<file path="config.mk">
export PLATFORM = sky130hd
export DESIGN_NAME = uart_tx_serializer
export DESIGN_NICKNAME = d
export VERILOG_FILES = /design/src/rtl/uart_pkg.sv /design/src/rtl/uart_bit_timer.sv /design/src/rtl/uart_tx_serializer.sv
export SDC_FILE = /design/constraint.sdc
export NUM_CORES = 1
export LEC_CHECK = 0
export CORE_MARGIN = 4
export CORE_UTILIZATION = 54
export CTS_CLUSTER_SIZE = 30
export DETAILED_ROUTE_END_ITERATION = 6
export GPL_TIMING_DRIVEN = 0
export PLACE_DENSITY = 0.74
export SETUP_SLACK_MARGIN = 0.05
export SYNTH_ARGS = -nofsm -noshare
export SYNTH_HDL_FRONTEND = slang
export SYNTH_SLANG_ARGS = --single-unit
export TNS_END_PERCENT = 30
</file>
<file path="constraint.sdc">
create_clock -name clk -period 2 [get_ports clk]
set_input_delay 0.5 -clock clk [delete_from_list [all_inputs] [get_ports clk]]
set_output_delay 0.5 -clock clk [all_outputs]
set_load 0.02 [all_outputs]
</file>
<file path="src/rtl/uart_pkg.sv">
// uart_pkg: state encoding and shared constants for the UART blocks.
package uart_pkg;

    typedef enum logic [2:0] {
        IDLE   = 3'd0,
        START  = 3'd1,
        DATA   = 3'd2,
        PARITY = 3'd3,
        STOP   = 3'd4
    } uart_state_t;

    localparam int UART_DATA_BITS   = 8;
    localparam int DEF_CLKS_PER_BIT = 868;

endpackage

</file>
<file path="src/rtl/uart_bit_timer.sv">
// uart_bit_timer: bit-period counter with clear; bit_end marks the last cycle of a bit.
module uart_bit_timer
    import uart_pkg::*;
#(
    parameter int CLKS_PER_BIT = DEF_CLKS_PER_BIT
) (
    input  logic clk,
    input  logic reset,
    input  logic clear,
    output logic bit_end
);

    localparam int CW = $clog2(CLKS_PER_BIT);

    logic [CW-1:0] count;

    assign bit_end = count == CW'(CLKS_PER_BIT - 1);

    always_ff @(posedge clk)
        count <= (reset || clear || bit_end) ? '0 : count + CW'(1);

endmodule

</file>
<file path="src/rtl/uart_tx_serializer.sv">
// uart_tx_serializer: byte-wide UART transmitter, start + 8 data LSB first + optional parity + stop.
module uart_tx_serializer
    import uart_pkg::*;
#(
    parameter int CLKS_PER_BIT = DEF_CLKS_PER_BIT,
    parameter int PARITY_EN    = 0,
    parameter int PARITY_ODD   = 0,
    parameter int STOP_BITS    = 1
) (
    input  logic       clk,
    input  logic       reset,
    input  logic       tx_start,
    input  logic [7:0] tx_data,
    output logic       tx_line,
    output logic       tx_busy,
    output logic       tx_done
);

    uart_state_t state, state_n;
    logic [7:0]  shift, shift_n;
    logic [2:0]  idx, idx_n;
    logic        par, par_n, stop_cnt, stop_n, line_n, bit_end, last_stop;

    // The timer restarts on every state change so each bit gets a full period.
    uart_bit_timer #(.CLKS_PER_BIT(CLKS_PER_BIT)) timer (
        .clk    (clk),
        .reset  (reset),
        .clear  (state_n != state),
        .bit_end(bit_end)
    );

    assign last_stop = stop_cnt == 1'(STOP_BITS - 1);
    assign tx_done   = state == STOP && bit_end && last_stop;

    always_comb begin
        state_n = state;
        shift_n = shift;
        par_n   = par;
        idx_n   = idx;
        stop_n  = stop_cnt;
        case (state)
            IDLE: if (tx_start) begin
                state_n = START;
                shift_n = tx_data;
                par_n   = (^tx_data) ^ (PARITY_ODD != 0);
                idx_n   = '0;
                stop_n  = 1'b0;
            end
            START: if (bit_end) state_n = DATA;
            DATA: if (bit_end) begin
                shift_n = shift >> 1;
                idx_n   = idx + 3'd1;
                if (idx == 3'(UART_DATA_BITS - 1)) state_n = PARITY_EN != 0 ? PARITY : STOP;
            end
            PARITY: if (bit_end) state_n = STOP;
            STOP: if (bit_end) begin
                state_n = last_stop ? IDLE : STOP;
                stop_n  = 1'b1;
            end
            default: state_n = IDLE;
        endcase
        // Line value is taken from next-state values so tx_line can be a plain register.
        line_n = state_n == START  ? 1'b0 :
                 state_n == DATA   ? shift_n[0] :
                 state_n == PARITY ? par_n : 1'b1;
    end

    always_ff @(posedge clk) begin
        if (reset) begin
            state    <= IDLE;
            shift    <= '0;
            par      <= 1'b0;
            idx      <= '0;
            stop_cnt <= 1'b0;
            tx_line  <= 1'b1;
            tx_busy  <= 1'b0;
        end else begin
            state    <= state_n;
            shift    <= shift_n;
            par      <= par_n;
            idx      <= idx_n;
            stop_cnt <= stop_n;
            tx_line  <= line_n;
            tx_busy  <= state_n != IDLE;
        end
    end

endmodule

</file>
== Word-level counts from Yosys, hierarchy flattened ==
Index checks and enable logic that the tools add are counted.
Word-level totals
  logic and storage cells: 58
  bits in registers: 28
  output and inout port bits: 3
  bits of input ports: 11
Cells by class
  bitwise logic cells: 1
  reduce and logical (&&, ||, !) cells: 11
  mux-type cells: 22
  equal/unequal tests: 13
  add/sub/neg operators: 2
Operators by type and width (count)
  $mux W3: 9
  $mux W8: 2
  $pmux W8 S2: 1
  $pmux W3 S5: 1
  $eq A3 B2 Y1 const B: 4
  $add A10 B1 Y10 const B: 1
  $eq A10 B10 Y1 const B: 1
  $reduce_xor A8 Y1: 1
  $mux W1: 7
  $eq A3 B1 Y1 const B: 2
  $eq A3 B3 Y1 const B: 2
  $ne A2 B2 Y1 const B: 3
  $pmux W3 S2: 1
  $reduce_and A3 Y1: 2
  $reduce_bool A2 Y1: 2
  $add A3 B1 Y3 const B: 1
  $logic_not A3 Y1: 1
  $ne A3 B3 Y1: 1
  $reduce_bool A3 Y1: 1
  $logic_and A1 B1 Y1: 2
  $logic_or A1 B1 Y1: 2
  $pmux W1 S2: 1
  $not A1 Y1: 1

== Longest topological paths before layout ==
Gate-level depths: netlist of the first run.
  depth in word-level cells: 8
  depth in mapped cells: 7
  depth with buffers taken out: 7

== By module ==
Synthesis of the first run repeated with hierarchy kept, for this count alone.
Unflattened totals
  cells, all modules: 154
  area total of the unflattened synthesis: 1332.5 µm²
By module, submodules not included
  uart_tx_serializer: seq. area each 360.3 µm², instances 1, area each 878.3 µm², cells each 101
  uart_bit_timer: seq. area each 200.2 µm², instances 1, area each 454.2 µm², cells each 53

== Least setup slack after synthesis of the first run ==
Ideal clock, no wire load.
  path kind: flip-flop to output port
  start point: reg timer.count[0]
  end point: out tx_done
  buffers on the path: 0
  stages on the path, launching flop included: 6
  path slack: -0.020 ns
  arrival: 1.520 ns
  data required time: 1.500 ns
  path through: dfxtp_1 -> ha_1 -> nand4bb_1 -> or3_4 -> nor2_1 -> and3_1
Between the ends
  longest elaborated chain between the ends: 3
RTL lines
  from (decl): RTL line uart_bit_timer.sv:15  | logic [CW-1:0] count;
  from (signal assigned): RTL line uart_bit_timer.sv:20  | count <= (reset || clear || bit_end) ? '0 : count + CW'(1);
  $eq A10 B10 Y1: RTL line uart_bit_timer.sv:17  | assign bit_end = count == CW'(CLKS_PER_BIT - 1);
  $logic_and A1 B1 Y1 (2 in a row): RTL line uart_tx_serializer.sv:33  | assign tx_done = state == STOP && bit_end && last_stop;
  to (decl): RTL line uart_tx_serializer.sv:16  | output logic tx_done
No other way between the ends.

== Worst setup path after layout of the first run ==
  start point: reg timer.count[4]
  end point: out tx_done
Same word-level chain as after synthesis.

==> results of run 1 <==
[flip-flops by register name (all words and copies together) (netlist names)]
signal       count
state            3
tx_line          1
timer.count     10
idx              3
par              1
shift            8
tx_busy          1
stop_cnt         1
[final cells by class]
cell class                      count  area (µm²)
Buffer                              5        22.5
Fill cell                         195         669
Clock buffer                        4        36.3
Inverter                            1        3.75
Multi-Input combinational cell    108         751
Sequential cell                    28         571
Timing Repair Buffer               18         166
Tap cell                           28        35.0
[layer usage]
layer  GRT usage  vias to the layer above  share of wire
met5           0                        -              0
met4      0.0662                        0          0.024
met3      0.0226                        8          0.032
met2       0.284                       17           0.48
met1       0.223                      483           0.46
li1            -                      544              -
[path summary, 6_finish.rpt]
kind / start / end / slack (ns) / depth (start not counted)
hold reg to reg: shift[2] / shift[2] / 0.46 / 2
setup reg to reg: timer.count[4] / tx_line / 0.06 / 6
setup / recovery: timer.count[4] / tx_done / -0.32 / 5
hold / removal: shift[2] / shift[2] / 0.46 / 2
[worst max-delay path, cell delays in order, from the launching register on]
cell     delay [ns]
dfxtp_4        0.37
or3b_4         0.40
or3_4          0.36
nor2_4         0.09
and3_4         0.17
buf_6          0.11
[where the power goes]
| part | leakage (nW) | internal [W] | switching (W) |
|---|---|---|---|
| sequential | 0.231 | 0.000578 | 0.0000121 |
| clock | 0.0210 | 0.000111 | 0.000164 |
| combinational | 0.317 | 0.0000676 | 0.0000686 |
[cell families (layout without fill, tap and decap cells)]
logic type,count (synthesis),count (layout),synth area share
compound gates,29,29,0.154
xor+xnor,15,15,0.101
fa+ha+maj,3,3,0.0290
mux,1,1,0.00773
flops,28,28,0.433
simple gates,60,60,0.255
buf+inv,6,28,0.0203
[stage by stage]
step	utilization	worst slack (ns)	hold slack, ns
finish	0.703	-0.316	0.464
CTS	0.695	-0.308	0.467
floorplan	-	0.0524	0.430
global placement	0.647	-0.554	0.441
detailed placement	0.647	-0.559	0.448
global route	0.703	-0.381	0.482
[Yosys cell counts (3+ instances only)]
master / instances
nor2_1: 18
xor2_1: 3
buf_2: 3
ha_1: 3
nand3b_1: 3
a22oi_1: 7
nand2_1: 13
and3_1: 3
xnor2_1: 12
nand3_1: 3
a21oi_1: 14
dfxtp_1: 28
[what timing repair did]
action	4_1_cts	5_1_grt
pin swaps	2	0
hold buffers	0	0
buffers inserted	6	0
cloned	0	0
resized for setup	16	3
endpoints found under the setup margin	12	24
[placed cells by master, fill, tap and decap left out, types with 2 or more instances in the layout]
cell type,Yosys,routed
a211oi_1,2,2
a21oi_1,14,14
a22oi_1,7,7
and3_1,3,2
buf_2,3,3
buf_4,0,6
clkbuf_1,2,2
clkbuf_4,0,3
clkdlybuf4s50_1,0,11
dfxtp_1,28,24
dfxtp_2,0,2
dfxtp_4,0,2
ha_1,3,2
nand2_1,13,12
nand2b_1,2,2
nand3_1,3,3
nand3b_1,3,3
nor2_1,18,17
nor2b_1,2,2
nor3_1,2,2
o211ai_1,2,2
or2_2,2,2
xnor2_1,12,12
xor2_1,3,3
==> impl_summary.txt, run 1 <==
----------------------------------------------------
[CTS]
  Later-pin clock latency in the skew report ... 0.32 ns
  Clock transition at the registers of the reported paths ... 0.15 ns
  CTS tree ... done
  CTS root buffer ... clkbuf_4
  Clock Sink Count ... 28
  Clock H-tree levels ... 1
  Number of buffers created by CTS ... 3
  Worst-case clock buffer depth ... 2

[Worst setup path]
  Required arrival time at the worst endpoint ... 1.50 ns
  Crit. End Element ... output pin
  Critical path peak fanout ... 2
  Sort of element at the start of the critical path ... flop
  Start-to-end type of the worst setup path ... reg2out
  Critical path arrival ... 1.82 ns

[GRT]
  Final global-route overflow total ... 0
  First-pass GRT wire length ... 4460 µm
  Number of global-route vias before repair ... 1027
  Total global routing track utilization ... 0.170
  Pin count of the biggest net entering global routing ... 16
  Initial antenna violation count ... 0

[Floorplan]
  Starting density of the core ... 0.574
  Area of the placeable core ... 2250 µm²
  I/O pin count ... 14
  Die height ... 57.0 µm
  Die Outline Area ... 3250 µm²
  Width of the die ... 57.0 µm
  Standard-cell row count ... 17

[Synth]
  Most used flip-flop cell after synthesis ... dfxtp_1
  Post-Syn Instances ... 142
  Top cells by area, synth ... dfxtp_1, xnor2_1, a21oi_1
  Post-synthesis instance area ... 1290 µm²
  Share of synthesized area occupied by flip-flops and latches ... 0.433
  Share of flip-flops with an asynchronous set or reset ... 0
  Syn_nets ... 156
  Distinct cells, synth ... 36
  Number of enable-type register cells in the synthesized netlist ... 0
  Ys Warns ... 0
  Post-Synthesis Mean Instance Area ... 9.12 µm²
  Synth Register Bits ... 28
  Synth top area share ... 0.433
  Post-synthesis cell type with the largest combined area ... dfxtp_1

[Pwr]
  VDD IR max ... 0.411 mV
  Cell Pwr Density ... 631 nW/µm²
  Overall power consumption ... 0.00100 W
  Cell leakage power ... 0.569 nW

[Place]
  Number of buffer cells added on primary ports ... 12
  Cell count after placement ... 182
  Placement-stage cell area ... 1460 µm²
  Detailed-placement wirelength estimate ... 1830 µm
  Placer Congestion ... 0.709

[Finish]
  Post-route cell area ... 1590 µm²
  Net count of the finished layout ... 179
  Total inserted antenna cells ... 0
  Fraction of layout cells with a size suffix above 1 ... 0.183
  Number of non-filler instances in the completed layout ... 192
  P&R area growth vs syn ... 22.4%

[Timing]
  Final sum of negative setup slack ... -0.362 ns
  Setup repair after global routing missed its margin ... yes
  Worst clock skew on the final layout ... 0.00534 ns
  Worst slew margin relative to its limit ... 0.611
  Final period demand of the worst path ... 2.32 ns
  Fraction of the cycle the final worst path needs ... 1.16
  Final Hold Violating Endpoints ... 0
  Post-route worst setup slack ... -0.316 ns
  Peak clock frequency supported by timing ... 432 MHz
  Max Slew Vio Count ... 0
  Worst Tran Pin Value ... 0.582 ns
  Number of setup violations in the final report ... 3

[Detailed routing]
  Remaining antenna violation count after routing ... 0
  Number of DRC markers in iteration 0 ... 37
  Remaining routing DRC violations ... 0
  Vias post-DR ... 1052
  Number of optimization iterations in the first detailed-route pass ... 6
  Wirelength per Cell ... 13.4 µm
  DRT Wirelength ... 2580 µm
  Vias per std cell ... 5.48

[Run status]
  Violations in the final reports ... negative setup slack
  Result of the run ... finished, violations left

[Flow run]
  Number of max-cap violations ... 0

[Hold path]
  Class of the tightest hold or removal check ... reg2reg

----------------------------------------------------
Power figures use the tool's default switching activity.
==> run 2: changes to the inputs <==
--- a/config.mk
+++ b/config.mk
@@ -10,7 +10,7 @@
 export CTS_CLUSTER_SIZE = 30
 export DETAILED_ROUTE_END_ITERATION = 6
 export GPL_TIMING_DRIVEN = 0
-export PLACE_DENSITY = 0.74
+export PLACE_DENSITY = 0.86
 export SETUP_SLACK_MARGIN = 0.05
 export SYNTH_ARGS = -nofsm -noshare
 export SYNTH_HDL_FRONTEND = slang
==> run 2 against run 1 <==
Effect of this change:
- the run still ends with negative setup slack left
- final area barely moved
- critical endpoint unchanged
- clock skew grew 0.0021 ns
- hold slack got worse by 0.0017 ns
- via count up 3.2%
- combinational power increased by 5%
- sequential power about the same
- core utilization shrank 0.055 points
- critical path type unchanged
- non-clock buffer count up 1
- clock power shrank 4%
- first-iteration DRC count shrank 24%
- register-to-register slack got worse by 0.03 ns
- cell count up 0.52%
==> impl_summary.txt, run 2 (synthesis results as in run 1) <==
----------------------------------------------------
[GRT]
  Pin count of the biggest net entering global routing ... 16
  Total global routing track utilization ... 0.171
  Final global-route overflow total ... 0
  First-pass GRT wire length ... 4480 µm
  Initial antenna violation count ... 0
  Number of global-route vias before repair ... 1089

[Worst setup path]
  Critical path peak fanout ... 2
  Crit. End Element ... output pin
  Critical Path Source ... timer.count[4]
  Required arrival time at the worst endpoint ... 1.50 ns
  CP Capture Point ... tx_done
  Path depth of the worst reg2reg path ... 6
  Largest incremental delay on the critical path ... 0.40 ns
  FF-to-FF setup slack ... 0.03 ns
  Critical path arrival ... 1.83 ns
  Sort of element at the start of the critical path ... flop
  Max stage delay cell, worst path ... or3b_4
  Start-to-end type of the worst setup path ... reg2out
  Critical Path, Cell by Cell ... or3b_4, or3_4, nor2_4, and3_4, buf_6
  Crit Reg-Reg Startpoint ... timer.count[4]
  Reg-to-reg critical path endpoint ... tx_line

[Timing]
  Worst Tran Pin Value ... 0.576 ns
  Final Hold Violating Endpoints ... 0
  Number of setup violations in the final report ... 18
  Peak clock frequency supported by timing ... 429 MHz
  Setup repair after global routing missed its margin ... yes
  Final period demand of the worst path ... 2.33 ns
  Fraction of the cycle the final worst path needs ... 1.17
  Final sum of negative setup slack ... -0.739 ns
  Worst slew margin relative to its limit ... 0.614
  Post-route worst setup slack ... -0.331 ns
  Max Slew Vio Count ... 0
  Worst clock skew on the final layout ... 0.00742 ns

[Finish]
  P&R area growth vs syn ... 22.3%
  Leading registers by flop count ... timer.count (10), shift (8)
  Number of non-filler instances in the completed layout ... 193
  Fraction of layout cells with a size suffix above 1 ... 0.194
  Post-route cell area ... 1580 µm²
  Most frequent cells in the layout ... dfxtp_1, nor2_1, a21oi_1
  Net count of the finished layout ... 180
  Final core utilization ... 0.703
  Most common library cell in the layout ignoring fill and taps ... dfxtp_1
  Reg with most FFs ... timer.count
  Total inserted antenna cells ... 0
  Flip-flop count of the largest register, all copies and words added ... 10

[CTS]
  Clock H-tree levels ... 1
  CTS tree ... done
  Later-pin clock latency in the skew report ... 0.32 ns
  Clock Sink Count ... 28
  CTS root buffer ... clkbuf_4
  Clock transition at the registers of the reported paths ... 0.14 ns
  Hold-fix buffer count after cts ... 0
  Worst-case clock buffer depth ... 2
  Number of buffers created by CTS ... 3

[Floorplan]
  Standard-cell row count ... 17
  Starting density of the core ... 0.574
  Width of the die ... 57.0 µm
  Area of the placeable core ... 2250 µm²
  Die height ... 57.0 µm
  I/O pin count ... 14
  Die Outline Area ... 3250 µm²

[Detailed routing]
  Number of DRC markers in iteration 0 ... 28
  Vias post-DR ... 1086
  DRT Wirelength ... 2750 µm
  Remaining routing DRC violations ... 0
  Number of optimization iterations in the first detailed-route pass ... 4
  Vias per std cell ... 5.63
  Remaining antenna violation count after routing ... 0
  Wirelength per Cell ... 14.2 µm

[Place]
  Placement-stage cell area ... 1460 µm²
  Cell count after placement ... 182
  Placer Congestion ... 0.848
  Number of buffer cells added on primary ports ... 12
  Detailed-placement wirelength estimate ... 1910 µm

[Pwr]
  Cell leakage power ... 0.556 nW
  VDD IR max ... 0.482 mV
  Cell Pwr Density ... 630 nW/µm²

[Run status]
  Result of the run ... finished, violations left
  Violations in the final reports ... negative setup slack

[Hold path]
  Startpoint of the tightest hold check path ... shift[3]
  Class of the tightest hold or removal check ... reg2reg

[Flow run]
  Number of max-cap violations ... 0

----------------------------------------------------
==> run 2: worst min path at each step <==
stage | cells after the start | endpoint
global route | 2 | shift[3]
finish | 2 | shift[3]
detailed placement | 2 | shift[3]
floorplan | 1 | timer.count[0]
global placement | 1 | timer.count[0]
CTS | 2 | shift[3]
==> run 2: power breakdown <==
group / total, W / switching (W) / leakage [nW] / internal [W]
clock network: 0.000264 / 0.000153 / 0.0210 / 0.000111
registers: 0.000591 / 0.0000124 / 0.231 / 0.000579
logic: 0.000143 / 0.0000723 / 0.304 / 0.0000703
total: 0.000998 / 0.000238 / 0.556 / 0.000760
==> run 2: area by class of cell <==
type / count / area [µm²]
multi-input combinational: 108 / 743
fill: 156 / 671
sequential: 28 / 569
timing repair buffer: 19 / 174
clock buffer: 4 / 36.3
tap: 28 / 35.0
buffer: 5 / 22.5
inverter: 1 / 3.75
==> run 2: critical path, delay by kind of cell (launching register included) <==
| kind | cells | cell delay [ns] |
|---|---|---|
| flip-flops | 1 | 0.37 |
| buffers and inverters | 1 | 0.11 |
| AND/OR/NAND/NOR | 4 | 1.05 |
==> run 2: metrics by stage <==
step           setup slack, ns  hold WS, ns  power [W]
2_1_floorplan           0.0524        0.430   0.000686
3_3_place_gp            -0.548        0.440   0.000728
3_5_place_dp            -0.615        0.449   0.000734
4_1_cts                 -0.304        0.468    0.00100
5_1_grt                 -0.381        0.484    0.00104
6_report                -0.331        0.463   0.000998
==> run 2: timing repair <==
| item | CTS | global route |
|---|---|---|
| pin swaps | 3 | 0 |
| setup buffers | 7 | 0 |
| setup endpoints to repair | 22 | 25 |
| gates resized for setup | 16 | 2 |
==> run 2: routing by layer <==
layer / global-route usage / part of all wire / wire [µm] / up-vias
met5: 0 / 0 / 0 / -
met4: 0.0894 / 0.021 / 57 / 0
met3: 0.0294 / 0.028 / 77 / 8
met2: 0.292 / 0.51 / 1390 / 25
met1: 0.203 / 0.45 / 1220 / 506
li1: - / - / - / 547
==> run 3: changes to the inputs <==
--- a/config.mk
+++ b/config.mk
@@ -5,12 +5,14 @@
 export SDC_FILE = /design/constraint.sdc
 export NUM_CORES = 1
 export LEC_CHECK = 0
+export CELL_PAD_IN_SITES_DETAIL_PLACEMENT = 1
+export CELL_PAD_IN_SITES_GLOBAL_PLACEMENT = 1
 export CORE_MARGIN = 4
-export CORE_UTILIZATION = 54
+export CORE_UTILIZATION = 42
 export CTS_CLUSTER_SIZE = 30
 export DETAILED_ROUTE_END_ITERATION = 6
 export GPL_TIMING_DRIVEN = 0
-export PLACE_DENSITY = 0.86
+export PLACE_DENSITY_LB_ADDON = 0.1
 export SETUP_SLACK_MARGIN = 0.05
 export SYNTH_ARGS = -nofsm -noshare
 export SYNTH_HDL_FRONTEND = slang
==> run 3 against run 2 <==
Effect of this change:
- the run still ends with negative setup slack left
- largest power group unchanged
- clock power up 9.1%
- combinational power up 8%
- worst setup slack worse by 0.0076 ns
- sequential cell count unchanged
- first-iteration DRC count up 120%
- count of clock-buffer cells in the layout unchanged
- register-to-register slack worse by 0.07 ns
- sequential power about the same
- hold slack better by 0.0021 ns
- sequential share of layout area down 2.5 points
==> impl_summary.txt, run 3 (synthesis results as in run 1) <==
----------------------------------------------------
[Place]
  Number of buffer cells added on primary ports ... 12
  Placer Congestion ... 0.776
  Cell count after placement ... 185
  Detailed-placement wirelength estimate ... 2130 µm
  Placement-stage cell area ... 1460 µm²

[Timing]
  Post-route worst setup slack ... -0.338 ns
  Max Slew Vio Count ... 0
  Number of setup violations in the final report ... 3
  Peak clock frequency supported by timing ... 428 MHz
  Final sum of negative setup slack ... -0.388 ns
  Worst slew margin relative to its limit ... 0.624
  Fraction of the cycle the final worst path needs ... 1.17
  Final period demand of the worst path ... 2.34 ns
  Worst clock skew on the final layout ... 0.0103 ns
  Worst Tran Pin Value ... 0.564 ns
  Setup repair after global routing missed its margin ... yes
  Final Hold Violating Endpoints ... 0

[Worst setup path]
  Number of gates on the worst path with buffers counted ... 5
  Critical Path, Cell by Cell ... or3b_4, or3_4, nor2_4, and3_4, buf_6
  Max stage delay cell, worst path ... or3b_4
  Start-to-end type of the worst setup path ... reg2out
  Number of buffers and inverters on the critical path ... 1
  Largest incremental delay on the critical path ... 0.40 ns
  Path depth of the worst reg2reg path ... 7
  Crit Reg-Reg Startpoint ... timer.count[4]
  Crit. End Element ... output pin
  Kind of cell adding the most delay to the critical path ... simple AND/OR/NAND/NOR gates
  FF-to-FF setup slack ... -0.04 ns
  Sort of element at the start of the critical path ... flop
  Critical Path Source ... timer.count[4]
  CP Capture Point ... tx_done
  Critical path arrival ... 1.84 ns
  Reg-to-reg critical path endpoint ... tx_line
  Required arrival time at the worst endpoint ... 1.50 ns
  Critical path peak fanout ... 2

[Floorplan]
  Area of the placeable core ... 2850 µm²
  Die height ... 63.5 µm
  I/O pin count ... 14
  Die Outline Area ... 4040 µm²
  Standard-cell row count ... 19
  Width of the die ... 63.5 µm
  Starting density of the core ... 0.454

[CTS]
  Clock Sink Count ... 28
  CTS root buffer ... clkbuf_4
  CTS tree ... done
  Clock H-tree levels ... 1
  Later-pin clock latency in the skew report ... 0.34 ns
  Clock transition at the registers of the reported paths ... 0.16 ns
  Number of buffers created by CTS ... 3
  Worst-case clock buffer depth ... 2
  Hold-fix buffer count after cts ... 0

[GRT]
  First-pass GRT wire length ... 5400 µm
  Final global-route overflow total ... 0
  Number of global-route vias before repair ... 1185
  Initial antenna violation count ... 0
  Pin count of the biggest net entering global routing ... 16
  Total global routing track utilization ... 0.166

[Detailed routing]
  Number of optimization iterations in the first detailed-route pass ... 4
  Vias per std cell ... 5.44
  Vias post-DR ... 1098
  Wirelength per Cell ... 16.4 µm
  Number of DRC markers in iteration 0 ... 62
  Remaining routing DRC violations ... 0
  Remaining antenna violation count after routing ... 0
  DRT Wirelength ... 3310 µm

[Pwr]
  Cell leakage power ... 0.629 nW
  Overall power consumption ... 0.00103 W
  VDD IR max ... 0.307 mV
  Cell Pwr Density ... 606 nW/µm²

[Hold path]
  Class of the tightest hold or removal check ... reg2reg

[Finish]
  Combined area of the multi-input logic cells ... 805 µm²
  Net count of the finished layout ... 186
  Flip-flop count of the largest register, all copies and words added ... 10
  Most common library cell in the layout ignoring fill and taps ... dfxtp_1
  Number of non-filler instances in the completed layout ... 202
  Total inserted antenna cells ... 0
  Post-route cell area ... 1710 µm²
  Reg with most FFs ... timer.count
  P&R area growth vs syn ... 32.0%
  Fraction of layout cells with a size suffix above 1 ... 0.281
  Fill cell count ... 317
  Sequential cell area ... 572 µm²
  Leading registers by flop count ... timer.count (10), shift (8)
  Most frequent cells in the layout ... dfxtp_1, nor2_1, a21oi_1
  Final core utilization ... 0.599

[Flow run]
  Number of max-cap violations ... 0

[Run status]
  Violations in the final reports ... negative setup slack
  Result of the run ... finished, violations left

----------------------------------------------------
[run 3: worst min-delay path, delay by kind of cell (launching register included)]
| kind | cells | cell delay (ns) |
|---|---|---|
| AO/OA/AOI/OAI | 1 | 0.05 |
| flip-flops | 1 | 0.34 |
| AND/OR/NAND/NOR | 1 | 0.05 |
[run 3: final cells by class]
cell class                      instances  area share
Sequential cell                        28       0.335
Clock buffer                            4      0.0212
Buffer                                  5      0.0183
Tap cell                               31      0.0227
Inverter                                1     0.00220
Multi-Input combinational cell        108       0.471
Timing Repair Buffer                   25       0.130
[run 3: power by group]
part	internal (W)	switching (W)	total, W
clock	0.000112	0.000176	0.000288
combinational	0.0000749	0.0000806	0.000155
sequential	0.000578	0.0000133	0.000592
[run 3: through the flow]
step / worst slack, ns / hold WS, ns
global route: -0.384 / 0.489
global placement: -0.563 / 0.444
CTS: -0.331 / 0.469
detailed placement: -0.615 / 0.449
finish: -0.338 / 0.465
floorplan: 0.0524 / 0.430
[run 3: how the worst min path moves through the flow]
stage	start	slack (ns)	to	depth (start not counted)
4_1_cts	shift[3]	0.47	shift[3]	2
3_3_place_gp	timer.count[0]	0.44	timer.count[0]	1
3_5_place_dp	shift[3]	0.45	shift[3]	2
5_1_grt	shift[3]	0.49	shift[3]	2
6_report	shift[3]	0.46	shift[3]	2
2_1_floorplan	timer.count[0]	0.43	timer.count[0]	1
[run 3: layer usage]
layer | vias to the layer above | part of all wire | GRT usage
met4 | 0 | 0.016 | 0.0512
li1 | 558 | - | -
met5 | - | 0 | 0
met1 | 522 | 0.48 | 0.205
met2 | 13 | 0.49 | 0.291
met3 | 5 | 0.022 | 0.0266
[run 3: timing repair]
item,CTS,global route
gates resized for setup,20,16
setup endpoints to repair,23,25
buffers inserted,8,7
pin swaps,2,6
